<file path="src/rtl/rat_io_pkg.sv">
// Shared MCU I/O port map and colour helpers for the RGB LED PWM driver.
// Colour codes follow the port ID order so decode is a simple subtraction.
package rat_io_pkg;

    localparam logic [7:0] PID_RED    = 8'h95;
    localparam logic [7:0] PID_BLU    = 8'h96;
    localparam logic [7:0] PID_LIBLU  = 8'h97;
    localparam logic [7:0] PID_LIGRE  = 8'h98;
    localparam logic [7:0] PID_LIRED  = 8'h99;
    localparam logic [7:0] PID_YEL    = 8'h9A;
    localparam logic [7:0] PID_PUR    = 8'h9B;
    localparam logic [7:0] PID_GREEN  = 8'h9C;
    localparam logic [7:0] PID_WHITE  = 8'h9D;
    localparam logic [7:0] PID_BLACK  = 8'h9E;
    localparam logic [7:0] PID_BRIGHT = 8'h9F;
    localparam logic [7:0] PID_BLINK  = 8'hA0;

    typedef enum logic [3:0] {
        COL_RED   = 4'd0,
        COL_BLU   = 4'd1,
        COL_LIBLU = 4'd2,
        COL_LIGRE = 4'd3,
        COL_LIRED = 4'd4,
        COL_YEL   = 4'd5,
        COL_PUR   = 4'd6,
        COL_GREEN = 4'd7,
        COL_WHITE = 4'd8,
        COL_BLACK = 4'd9
    } colour_t;

    function automatic logic [23:0] colour_rgb(input colour_t c);
        logic [23:0] rgb;
        case (c)
            COL_RED:   rgb = 24'hFF0000;
            COL_BLU:   rgb = 24'h0000FF;
            COL_LIBLU: rgb = 24'h4080FF;
            COL_LIGRE: rgb = 24'h80FF80;
            COL_LIRED: rgb = 24'hFF8080;
            COL_YEL:   rgb = 24'hFFFF00;
            COL_PUR:   rgb = 24'h800080;
            COL_GREEN: rgb = 24'h00FF00;
            COL_WHITE: rgb = 24'hFFFFFF;
            COL_BLACK: rgb = 24'h000000;
            default:   rgb = 24'h000000;
        endcase
        return rgb;
    endfunction

    // (bright+1) scaling keeps full brightness lossless: base*256>>8 == base.
    function automatic logic [7:0] scale_duty(input logic [7:0] base, input logic [7:0] bright);
        logic [15:0] prod;
        prod = 16'(base) * (16'(bright) + 16'd1);
        return 8'(prod >> 8);
    endfunction

endpackage

</file>
<file path="src/rtl/pwm_timebase.sv">
// PWM timebase: prescaler producing a tick every PRESCALE+1 clocks and a
// free-running CNT_W-bit period counter advancing on each tick.
module pwm_timebase #(
    parameter int PRESCALE = 49,
    parameter int CNT_W    = 8
) (
    input  logic             CLK,
    input  logic             RESET_N,
    output logic [CNT_W-1:0] cnt_o,
    output logic             tick_o,
    output logic             wrap_o
);

    localparam int PS_W = (PRESCALE > 0) ? $clog2(PRESCALE + 1) : 1;

    logic [PS_W-1:0]  presc_q, presc_d;
    logic [CNT_W-1:0] cnt_q, cnt_d;
    logic             tick_s;

    // Prescaler and counter next-state
    always_comb begin
        tick_s  = (presc_q == PS_W'(PRESCALE));
        presc_d = presc_q + {{(PS_W-1){1'b0}}, 1'b1};
        cnt_d   = cnt_q;
        if (tick_s) begin
            presc_d = {PS_W{1'b0}};
            cnt_d   = cnt_q + {{(CNT_W-1){1'b0}}, 1'b1};
        end else begin
            cnt_d   = cnt_q;
        end
    end

    // Timebase state registers
    always_ff @(posedge CLK) begin
        if (!RESET_N) begin
            presc_q <= {PS_W{1'b0}};
            cnt_q   <= {CNT_W{1'b0}};
        end else begin
            presc_q <= presc_d;
            cnt_q   <= cnt_d;
        end
    end

    assign cnt_o  = cnt_q;
    assign tick_o = tick_s;
    assign wrap_o = tick_s && (&cnt_q);

endmodule

</file>
<file path="src/rtl/rgb_led_pwm.sv">
// RGB LED PWM driver on the MCU I/O bus: decodes colour, brightness and blink
// writes and drives glitch-free PWM, switching colour only at period boundaries.
module rgb_led_pwm
    import rat_io_pkg::*;
#(
    parameter int PRESCALE = 49,
    parameter int CNT_W    = 8
) (
    input  logic       CLK,
    input  logic       RESET_N,
    input  logic [7:0] PORT_ID,
    input  logic [7:0] OUT_PORT,
    input  logic       IO_STRB,
    output logic       RED,
    output logic       GREEN,
    output logic       BLUE,
    output logic       FRAME
);

    localparam int CW = (CNT_W > 8) ? CNT_W : 8;

    logic [CNT_W-1:0] cnt_s;
    logic             tick_s, wrap_s, period_end_s;

    colour_t    pend_col_q, pend_col_d, cur_col_q, cur_col_d;
    logic [7:0] pend_bri_q, pend_bri_d, cur_bri_q, cur_bri_d;
    logic       pend_vld_q, pend_vld_d;
    logic [7:0] blink_q, blink_d, blink_cnt_q, blink_cnt_d;
    logic       en_q, en_d;
    logic       red_q, red_d, green_q, green_d, blue_q, blue_d;

    logic       wr_col_s, wr_bri_s, wr_blk_s;
    logic [23:0] rgb_s;
    logic [CW-1:0] cnt_x_s, duty_r_s, duty_g_s, duty_b_s;

    pwm_timebase #(
        .PRESCALE (PRESCALE),
        .CNT_W    (CNT_W)
    ) u_timebase (
        .CLK     (CLK),
        .RESET_N (RESET_N),
        .cnt_o   (cnt_s),
        .tick_o  (tick_s),
        .wrap_o  (wrap_s)
    );

    assign period_end_s = tick_s && wrap_s;

    // Bus decode, pending/current colour hand-over and blink sequencing
    always_comb begin
        wr_col_s    = IO_STRB && (PORT_ID >= PID_RED) && (PORT_ID <= PID_BLACK);
        wr_bri_s    = IO_STRB && (PORT_ID == PID_BRIGHT);
        wr_blk_s    = IO_STRB && (PORT_ID == PID_BLINK);
        pend_col_d  = pend_col_q;
        pend_bri_d  = pend_bri_q;
        pend_vld_d  = pend_vld_q;
        cur_col_d   = cur_col_q;
        cur_bri_d   = cur_bri_q;
        blink_d     = blink_q;
        blink_cnt_d = blink_cnt_q;
        en_d        = en_q;

        if (period_end_s && pend_vld_q) begin
            cur_col_d  = pend_col_q;
            cur_bri_d  = pend_bri_q;
            pend_vld_d = 1'b0;
        end else begin
            cur_col_d  = cur_col_q;
        end

        // A write on the wrap cycle lands in pend and re-arms pend_vld for the next wrap.
        if (wr_col_s) begin
            pend_col_d = colour_t'(4'(PORT_ID - PID_RED));
        end else begin
            pend_col_d = pend_col_d;
        end
        if (wr_bri_s) begin
            pend_bri_d = OUT_PORT;
        end else begin
            pend_bri_d = pend_bri_d;
        end
        if (wr_col_s || wr_bri_s || wr_blk_s) begin
            pend_vld_d = 1'b1;
        end else begin
            pend_vld_d = pend_vld_d;
        end

        if (wr_blk_s) begin
            blink_d     = OUT_PORT;
            blink_cnt_d = 8'd0;
            en_d        = 1'b1;
        end else if (blink_q == 8'd0) begin
            blink_cnt_d = 8'd0;
            en_d        = 1'b1;
        end else if (period_end_s) begin
            if (blink_cnt_q == blink_q) begin
                blink_cnt_d = 8'd0;
                en_d        = ~en_q;
            end else begin
                blink_cnt_d = blink_cnt_q + 8'd1;
            end
        end else begin
            blink_cnt_d = blink_cnt_q;
        end
    end

    // Duty per channel from the applied colour/brightness and PWM compare
    always_comb begin
        rgb_s    = colour_rgb(cur_col_q);
        cnt_x_s  = CW'(cnt_s);
        duty_r_s = CW'(scale_duty(rgb_s[23:16], cur_bri_q));
        duty_g_s = CW'(scale_duty(rgb_s[15:8],  cur_bri_q));
        duty_b_s = CW'(scale_duty(rgb_s[7:0],   cur_bri_q));
        red_d    = en_q && (cnt_x_s < duty_r_s);
        green_d  = en_q && (cnt_x_s < duty_g_s);
        blue_d   = en_q && (cnt_x_s < duty_b_s);
    end

    // Control and output registers
    always_ff @(posedge CLK) begin
        if (!RESET_N) begin
            pend_col_q  <= COL_BLACK;
            pend_bri_q  <= 8'hFF;
            pend_vld_q  <= 1'b0;
            cur_col_q   <= COL_BLACK;
            cur_bri_q   <= 8'hFF;
            blink_q     <= 8'd0;
            blink_cnt_q <= 8'd0;
            en_q        <= 1'b1;
            red_q       <= 1'b0;
            green_q     <= 1'b0;
            blue_q      <= 1'b0;
        end else begin
            pend_col_q  <= pend_col_d;
            pend_bri_q  <= pend_bri_d;
            pend_vld_q  <= pend_vld_d;
            cur_col_q   <= cur_col_d;
            cur_bri_q   <= cur_bri_d;
            blink_q     <= blink_d;
            blink_cnt_q <= blink_cnt_d;
            en_q        <= en_d;
            red_q       <= red_d;
            green_q     <= green_d;
            blue_q      <= blue_d;
        end
    end

    assign RED   = red_q;
    assign GREEN = green_q;
    assign BLUE  = blue_q;
    assign FRAME = wrap_s;

endmodule

</file>
<file path="config.mk">
export PLATFORM = sky130hd
export DESIGN_NAME = rgb_led_pwm
export DESIGN_NICKNAME = d
export VERILOG_FILES = /design/src/rtl/rat_io_pkg.sv /design/src/rtl/pwm_timebase.sv /design/src/rtl/rgb_led_pwm.sv
export SDC_FILE = /design/constraint.sdc
export NUM_CORES = 1
export LEC_CHECK = 0
export CAP_MARGIN = 25
export CORE_ASPECT_RATIO = 0.5
export CORE_MARGIN = 2
export CORE_UTILIZATION = 52
export DETAILED_ROUTE_END_ITERATION = 16
export PLACE_DENSITY_LB_ADDON = 0.05
export SYNTH_ARGS = -nofsm -noshare
export SYNTH_HDL_FRONTEND = slang
export SYNTH_SLANG_ARGS = --single-unit
</file>
<file path="constraint.sdc">
create_clock -name CLK -period 17.4 [get_ports CLK]
set_input_delay 5.22 -clock CLK [delete_from_list [all_inputs] [get_ports CLK]]
set_output_delay 5.22 -clock CLK [all_outputs]
set_load 0.005 [all_outputs]
</file>
; Word level (Yosys, flattened, before mapping)
; Memories as Yosys holds them, arrays and structs flattened. A register that Yosys moved wholly into a read port is not among the register bits.
; Index checks and enable logic that the tools add are counted.
[op_classes]
n_addsub = 5
n_mul = 3
order_cmp = 5
eq_ne = 4
n_mux = 5
bitwise = 2
n_reduce_logical = 18
[ops]
columns = cell, n
row1 = multiplier 8 x 16 -> 16 bit, 2
row2 = < comparator 8 bit, 3
row3 = "adder 8 x 1 -> 8 bit, second input constant", 2
row4 = "equality test 8 bit, second input constant", 2
row5 = multiplier 8 x 9 -> 16 bit, 1
row6 = logical AND 1 bit, 10
row7 = "adder 8 x 1 -> 9 bit, second input constant", 1
row8 = equality test 8 bit, 1
row9 = "greater-or-equal comparator 8 bit, second input constant", 1
row10 = "less-or-equal comparator 8 bit, second input constant", 1
row11 = zero test 8 bit, 1
row12 = two-way mux 4 bit, 2
row13 = two-way mux 8 bit, 1
row14 = AND reduction 8 bit, 1
row15 = "adder 6 x 1 -> 6 bit, second input constant", 1
row16 = "equality test 6 bit, second input constant", 1
row17 = "subtractor 4 x 3 -> 4 bit, second input constant", 1
row18 = OR reduction 3 bit, 1
row19 = logical OR 1 bit, 2
row20 = two-way mux 1 bit, 2
row21 = NOT 1 bit, 2
row22 = AND reduction 2 bit, 1
row23 = nonzero test 2 bit, 1
row24 = OR reduction 2 bit, 1
[totals]
reg_bits = 59
mem_bits_ro = 384
inputBits = 19
output_inout_bits = 4
n_memories = 1
[memory_table]
columns = name, words, word_bits, read_ports, rd_ports_with_merged_regs, wr, line
row1 = (no name shown), 16, 24, 1, 1, 0, rat_io_pkg.sv:33  ; case (c)

; Depth between registers and ports, before layout
[logic_depth]
depth_word = 6
ltp_mapped = 25
ltp_nobuf = 25

; By module
; A second synthesis with hierarchy kept.
[unflattened]
cells_unflattened = 1023
hier_area_um2 = 9044.9
[by_module_without_submodules]
columns = module, instances, cells_each, area_each_um2, seq_area_each_um2
row1 = rgb_led_pwm, 1, 950, 8389.3, 1041.0
row2 = pwm_timebase, 1, 73, 655.6, 280.3

; Worst setup path before layout
; No wires, ideal clock.
[synth_path]
path_type = register -> output
start = register u_timebase.cnt_q[0] (netlist: u_timebase.cnt_o[0])
end = output port FRAME
arrival_time_ps = 1359
slack_ps = 10821
path_stages_with_launch = 5
path_buffers = 0
cell_sequence = dfxtp_1 > ha_1 > nand4bb_4 > or4_4 > clkinv_2
[synth_between]
elab_chain_cells = 2
[synth_lines]
columns = item, line
row1 = from (decl), pwm_timebase.sv:17  ; logic [CNT_W-1:0] cnt_q, cnt_d;
row2 = from (signal assigned), pwm_timebase.sv:37  ; cnt_q <= {CNT_W{1'b0}};
row3 = from (signal assigned), pwm_timebase.sv:40  ; cnt_q <= cnt_d;
row4 = AND reduction 8 bit, pwm_timebase.sv:46  ; assign wrap_o = tick_s && (&cnt_q);
row5 = logical AND 1 bit, pwm_timebase.sv:46
row6 = to (decl), rgb_led_pwm.sv:17  ; output logic FRAME
; Every way passes these cells.

; Worst setup path after layout
[layout_path]
start = register u_timebase.cnt_q[1] (netlist: u_timebase.cnt_o[1])
end = output port FRAME
; Same word-level chain as after synthesis.

==> results summary <==
The run finished with clean final reports. The global placer's final weighted congestion came out at approximately 0.85. The repair_antennas step left the layout with diodes totalling 0. The via total after detailed routing came out at between 6k and 7k.

The count of nets left with antenna violations after detail routing came out at 0. The tightest slew margin relative to the limit is 0.459. Of the total synthesized cell area, the portion taken by AND, OR, NAND and NOR gates is 0.165. The area inside the core boundary is about 17000 um2. The clock root buffer is sky130_fd_sc_hd__clkbuf_16. The share of flip-flops with an asynchronous set or reset is 0.

The slew at the pin closest to its max-slew limit is ~800 ps. The clock-pin slew of the registers on the worst-case setup and hold paths came out at roughly 50 ps. The final hold violation count is 0.

The synthesized design contains 0 enable-type register cells. The tool flagged a number of max-cap violations equal to 0. The met3 usage is 0.0278. The boundary pin count is 23. In the final design database the tool counted between 1k and 1.5k nets. The overall overflow remaining after global route came out at 0. Setup repair after global routing left no endpoint under its margin. For this design the ratio of total power to cell area is 32.8 nW/um2. The share of the synthesized area in the top cell type came out at 0.207. The via count of the first global-routing pass came out at roughly 7.0k. The worst-skew pair later-pin latency is 330 ps. The via density per instance came out at ~5.2.

The number of placed instances with taps included is roughly 1.3k. The share of the synthesized area in compound gates (AO/OA/AOI/OAI) came out at 0.103. The area of the die is about 19000 um2. By instance count, the leading cell after synthesis is sky130_fd_sc_hd__inv_1. The maximum fanout along the worst path is 12. After routing the design area is about 9800 um2. The most area-hungry cell type in the Yosys netlist is sky130_fd_sc_hd__fa_1. The total CTS buffers came out at 9. Setup violations remaining at the end of the flow were counted as 0. STA puts the critical path data arrival time at about 2500 ps. The first routing iteration left between 300 and 400 violations. The worst setup path is of the flip-flop to output pin kind. The required time of the worst setup path is 12180 ps.

The fraction of final layout cells sized beyond drive strength 1 is 0.0292. For this design, the sink count on the clock tree is 66. The routing usage on met2 came out at 0.344. The depth of the worst register-to-register path is 24. From left edge to right edge, the die measures between 150 and 200 um.

In this run the post-CTS setup repair buffer count came out at 0. The post-synthesis area per instance came out at between 8 and 9 um2. The first-pass GRT wire length came out at about 34000 um.

The critical path starts at u_timebase.cnt_o[1]$_SDFFE_PN0P_. The initial antenna violation count was 0. The number of gates resized after CTS is 0. After synthesis, the largest family of logic cells by area is adder cells. The hold buffer count at CTS is 0. The number of buffers added on ports is 22. Timing would allow up to 130 MHz. The multiplexer share of the synthesized area is 0.0260.

In the final routed layout, each cell accounts on average for between 10 and 15 um. By area the synthesized netlist is led by sky130_fd_sc_hd__fa_1, sky130_fd_sc_hd__ha_1, sky130_fd_sc_hd__dfxtp_1, sky130_fd_sc_hd__inv_1, sky130_fd_sc_hd__xnor2_1. The global-route total usage across every layer is 0.222. The synthesized netlist net count is around 1.3k. The area added between synthesis and finish came out at 7.85%.

The post-synthesis instance area came out at just over 9000 um2. The most used flip-flop cell after synthesis is sky130_fd_sc_hd__dfxtp_1. The worst register-to-register path begins at cur_bri_q[0]$_SDFFE_PN1P_. For met1 alone, demand over resource in global routing was 0.338. The commonest cells after synthesis are sky130_fd_sc_hd__inv_1, sky130_fd_sc_hd__ha_1, sky130_fd_sc_hd__nand2_1. The synthesis-stage register bit count came out at 66. The min-delay analysis places its worst path in the category flip-flop to flip-flop. The row count is 34. The post-detailed-placement half-perimeter wirelength came out at 15800 um. The count of unique library cells instantiated by Yosys came out at 64. The starting density of the core came out at 0.528. The H-tree was split into 3 levels. Of the total synthesized cell area, the portion taken by full adders, half adders and majority gates is 0.397.

The most utilized layer in the global route result is met2. The yosys synthesis warning count is 0. The setup check on the worst reg-to-reg path leaves a slack of between 10000 and 15000 ps. The area of placed instances came out at 9570 um2.

Subtracting the final worst setup slack from the clock period gives 7670 ps. For the final database, setup skew stands at between 6 and 7 ps. The wire length after detailed routing is 18900 um.

The endpoint kind of the worst setup timing path is an output pin. In this run the critical register-to-register path is captured at BLUE$_SDFF_PN0_. The worst-case clock buffer depth is 2.

The total iterations of the first detailed-routing run came out at 6. The max-slew violation count is 0. Counting every instance in the synthesized netlist gives roughly 1.0k.

The sequential fraction of the synthesis area came out at 0.145. The overall die height is slightly below 100 um. The fraction of synthesized cell area in xor and xnor cells is 0.0779. The maximum resistive drop on vdd came out at ~55 uV.

Hold timing on the final database bottoms out at a slack of approximately 470 ps. The DRC violation count after routing came out at 0. In this run the worst setup path terminates at FRAME. Entering global routing, the biggest net connects 50 pins. The share of the clock period used by the worst path after layout is 0.441. The count of non-filler cells in the finished layout is 1297. The category of the worst setup path launch point is a flip-flop. The static power due to leakage is 5.30 nW.

The aggregate negative setup slack came out at 0 ps. TritonCTS built the clock tree.
-- where the power goes --
part / switching, mW / total [mW] / internal [mW]
registers: 0.000876 / 0.153 / 0.152
clock network: 0.0599 / 0.157 / 0.0973
logic: 0.00546 / 0.0121 / 0.00661
total: 0.0662 / 0.322 / 0.256
-- logic make-up after synthesis --
logic type,count (synthesis)
compound gates,142
buf+inv,204
fa+ha+maj,233
mux,23
xor+xnor,81
simple gates,297
flops,66
-- placed cells by master (no fill, tap or decap), types with 4 or more instances in the layout --
master and n:
sky130_fd_sc_hd__nand4_1 10, sky130_fd_sc_hd__clkdlybuf4s50_1 22, sky130_fd_sc_hd__inv_1 178, sky130_fd_sc_hd__o31ai_1 4
sky130_fd_sc_hd__nand3b_1 6, sky130_fd_sc_hd__clkbuf_16 9, sky130_fd_sc_hd__clkinv_2 5, sky130_fd_sc_hd__and2_1 29
sky130_fd_sc_hd__nor2_1 51, sky130_fd_sc_hd__o21a_1 11, sky130_fd_sc_hd__a21boi_0 7, sky130_fd_sc_hd__xor2_1 26
sky130_fd_sc_hd__nand3_1 23, sky130_fd_sc_hd__a21o_1 20, sky130_fd_sc_hd__ha_1 139, sky130_fd_sc_hd__xnor2_1 54
sky130_fd_sc_hd__fa_1 94, sky130_fd_sc_hd__a211oi_1 11, sky130_fd_sc_hd__nand2_1 108, sky130_fd_sc_hd__a21oi_1 35
sky130_fd_sc_hd__nor2b_1 22, sky130_fd_sc_hd__and3_1 6, sky130_fd_sc_hd__nor3_1 8, sky130_fd_sc_hd__dfxtp_1 66
sky130_fd_sc_hd__buf_4 5, sky130_fd_sc_hd__mux2i_1 21, sky130_fd_sc_hd__nand2b_1 9, sky130_fd_sc_hd__o21ai_0 26
sky130_fd_sc_hd__o21bai_1 4
-- state kept, by name, indices dropped and copies added, names as in the netlist, 4 cells and up --
name,flops
u_timebase.cnt_o,8
cur_col_q,4
pend_col_q,4
u_timebase.presc_q,6
pend_bri_q,8
blink_cnt_q,8
cur_bri_q,8
rgb_s,7
blink_q,8
-- cell type report --
class                      instances  area, um2
multi-input combinational        776       7020
tap                              234        293
clock buffer                      10        239
timing repair buffer              27        258
clock inverter                     4       20.0
sequential                        66       1320
inverter                         180        682
fill                            1622       7440
-- worst max-delay path, cell delays in order (launching register included) --
cell and delay, ps:
sky130_fd_sc_hd__dfxtp_1 430, sky130_fd_sc_hd__ha_1 260, sky130_fd_sc_hd__nand4bb_4 140, sky130_fd_sc_hd__or4_4 610, sky130_fd_sc_hd__clkinv_2 160, sky130_fd_sc_hd__clkdlybuf4s50_1 530
-- worst min path at each step --
stage | startpoint | end | depth (start not counted)
2_1_floorplan | u_timebase.presc_q[0]$_SDFF_PP0_ | u_timebase.presc_q[0]$_SDFF_PP0_ | 1
6_report | pend_bri_q[4]$_SDFFE_PN1P_ | cur_bri_q[4]$_SDFFE_PN1P_ | 2
3_5_place_dp | pend_bri_q[4]$_SDFFE_PN1P_ | cur_bri_q[4]$_SDFFE_PN1P_ | 2
5_1_grt | pend_bri_q[4]$_SDFFE_PN1P_ | cur_bri_q[4]$_SDFFE_PN1P_ | 2
4_1_cts | pend_bri_q[4]$_SDFFE_PN1P_ | cur_bri_q[4]$_SDFFE_PN1P_ | 2
3_3_place_gp | u_timebase.presc_q[0]$_SDFF_PP0_ | u_timebase.presc_q[0]$_SDFF_PP0_ | 1
-- through the flow --
| stage | total power [mW] | utilization | worst slack (ps) |
|---|---|---|---|
| after floorplan | 0.162 | - | 10820 |
| after global placement | 0.168 | 0.554 | 10090 |
| after detailed placement | 0.168 | 0.554 | 10070 |
| after CTS | 0.326 | 0.569 | 9710 |
| after global routing | 0.333 | 0.569 | 9610 |
| final | 0.322 | 0.569 | 9730 |
-- routing by layer --
layer	vias to the layer above	share of wire
met3	8	0.036
met4	0	0.0048
met1	3241	0.54
met5	-	0
met2	72	0.42
li1	3436	-
Power figures use the tool's default switching activity.
==> edit, RTL diff (config.mk and constraints unchanged) <==
Reset style: asynchronous (`RESET_N`), changed in 2 clocked blocks.
--- a/src/rtl/pwm_timebase.sv
+++ b/src/rtl/pwm_timebase.sv
@@ -31,7 +31,7 @@
     end
 
     // Timebase state registers
-    always_ff @(posedge CLK) begin
+    always_ff @(posedge CLK or negedge RESET_N) begin
         if (!RESET_N) begin
             presc_q <= {PS_W{1'b0}};
             cnt_q   <= {CNT_W{1'b0}};
--- a/src/rtl/rgb_led_pwm.sv
+++ b/src/rtl/rgb_led_pwm.sv
@@ -117,7 +117,7 @@
     end
 
     // Control and output registers
-    always_ff @(posedge CLK) begin
+    always_ff @(posedge CLK or negedge RESET_N) begin
         if (!RESET_N) begin
             pend_col_q  <= COL_BLACK;
             pend_bri_q  <= 8'hFF;
Function: same outputs for any inputs over 10 cycles, from zero or initial values and one cycle with RESET_N low; that may be too few to reach the edited logic, so the function may still have changed.
==> edit against the unedited design <==
Worst setup slack got worse by 0.16 ns. Sequential cell count decreased by 7. Fmax decreased by 2.1%. Core utilization increased by 2.2 points. Wire length increased by 9.1%. Final area decreased by 0.15%. Synthesized cell count decreased by 7.0%. Synthesized area decreased by 1.9%. Via count decreased by 1.6%. Hold slack improved by 0.015 ns. Power increased by 14%.
==> edit: results (changes against the unedited design) <==
stage,metric,value,unit,change
detailed_routing,routed_wl,20600,µm,+9.1%
logic_synthesis,synthArstFlopShare,1.00,,+1.00
power_and_ir_drop,power,367,µW,+14%
logic_synthesis,synthMuxAreaShare,0.0424,,+0.0164
critical_path,reg2regPathDepth,23,,-4.2%
detailed_routing,wl_met2,8900,µm,+12%
logic_synthesis,ys_seq_area_frac,0.168,,+0.0230
final_layout,inverters,173,,-3.9%
detailed_routing,drt-pass1-iter-count,4,,-2
sta,clock_skew,0.00779,ns,+0.00114 ns
critical_path,r2r_start,cur_col_q[0]$_DFFE_PN1P_,,
final_layout,fin_nets,1259,,-4.0%
detailed_routing,wl_met3,1030,µm,+52%
critical_path,worst_ep_arrival_time,2.61,ns,+0.16 ns
power_and_ir_drop,p_seq_frac,0.399,,-0.076
place,post-place-ws,9.78,ns,-0.293 ns
logic_synthesis,synthFlopType,dfrtp_1,,
global_routing,grtUsageTotal,0.245,,+0.0226
logic_synthesis,synthXorXnorAreaFrac,0.0852,,+0.00735
detailed_routing,via_per_inst,5.38,,+3.2%
final_layout,seqCellArea,0.00150,mm²,+14%
detailed_routing,drt_iter0_drc,260,,-14%
sta,fmax,0.128,GHz,-2.1%
place,hpwlAfterDp,16900,µm,+6.8%
global_routing,grt_util_met2,0.376,,+0.0321
global_routing,use_met1,0.368,,+0.0303
power_and_ir_drop,peakVddDrop,0.0000513,V,-6.4%
critical_path,reg2reg_to,RED$_DFF_PN0_,,
final_layout,n_fill_cell,1518,,-6.4%
status,outcome,completed,,
final_layout,multi_input_cells,727,,-6.3%
global_routing,grt_pass1_vias,6997,,-0.043%
die,core,0.0166,mm²,-3.9%
logic_synthesis,synthAdderAreaFrac,0.408,,+0.0109
place,gp_congestion,0.868,,+1.7%
power_and_ir_drop,swShare,0.204,,-0.00129
final_layout,buf_share,0.0312,,+0.00501
place,dpl-instance-area,0.00947,mm²,-1.1%
logic_synthesis,ys_ff_latch,59,,-11%
[edit: worst min-delay path by stage]
stage / from / end / slack, ns / cells after the start
2_1_floorplan: u_timebase.presc_q[5]$_DFF_PN0_ / u_timebase.presc_q[5]$_DFF_PN0_ / 0.45 / 1
3_3_place_gp: pend_bri_q[4]$_DFFE_PN1P_ / cur_bri_q[4]$_DFFE_PN1P_ / 0.47 / 2
3_5_place_dp: pend_bri_q[4]$_DFFE_PN1P_ / cur_bri_q[4]$_DFFE_PN1P_ / 0.48 / 2
4_1_cts: pend_bri_q[4]$_DFFE_PN1P_ / cur_bri_q[4]$_DFFE_PN1P_ / 0.48 / 2
5_1_grt: u_timebase.presc_q[3]$_DFF_PN0_ / u_timebase.presc_q[3]$_DFF_PN0_ / 0.54 / 1
6_report: pend_bri_q[4]$_DFFE_PN1P_ / cur_bri_q[4]$_DFFE_PN1P_ / 0.48 / 2
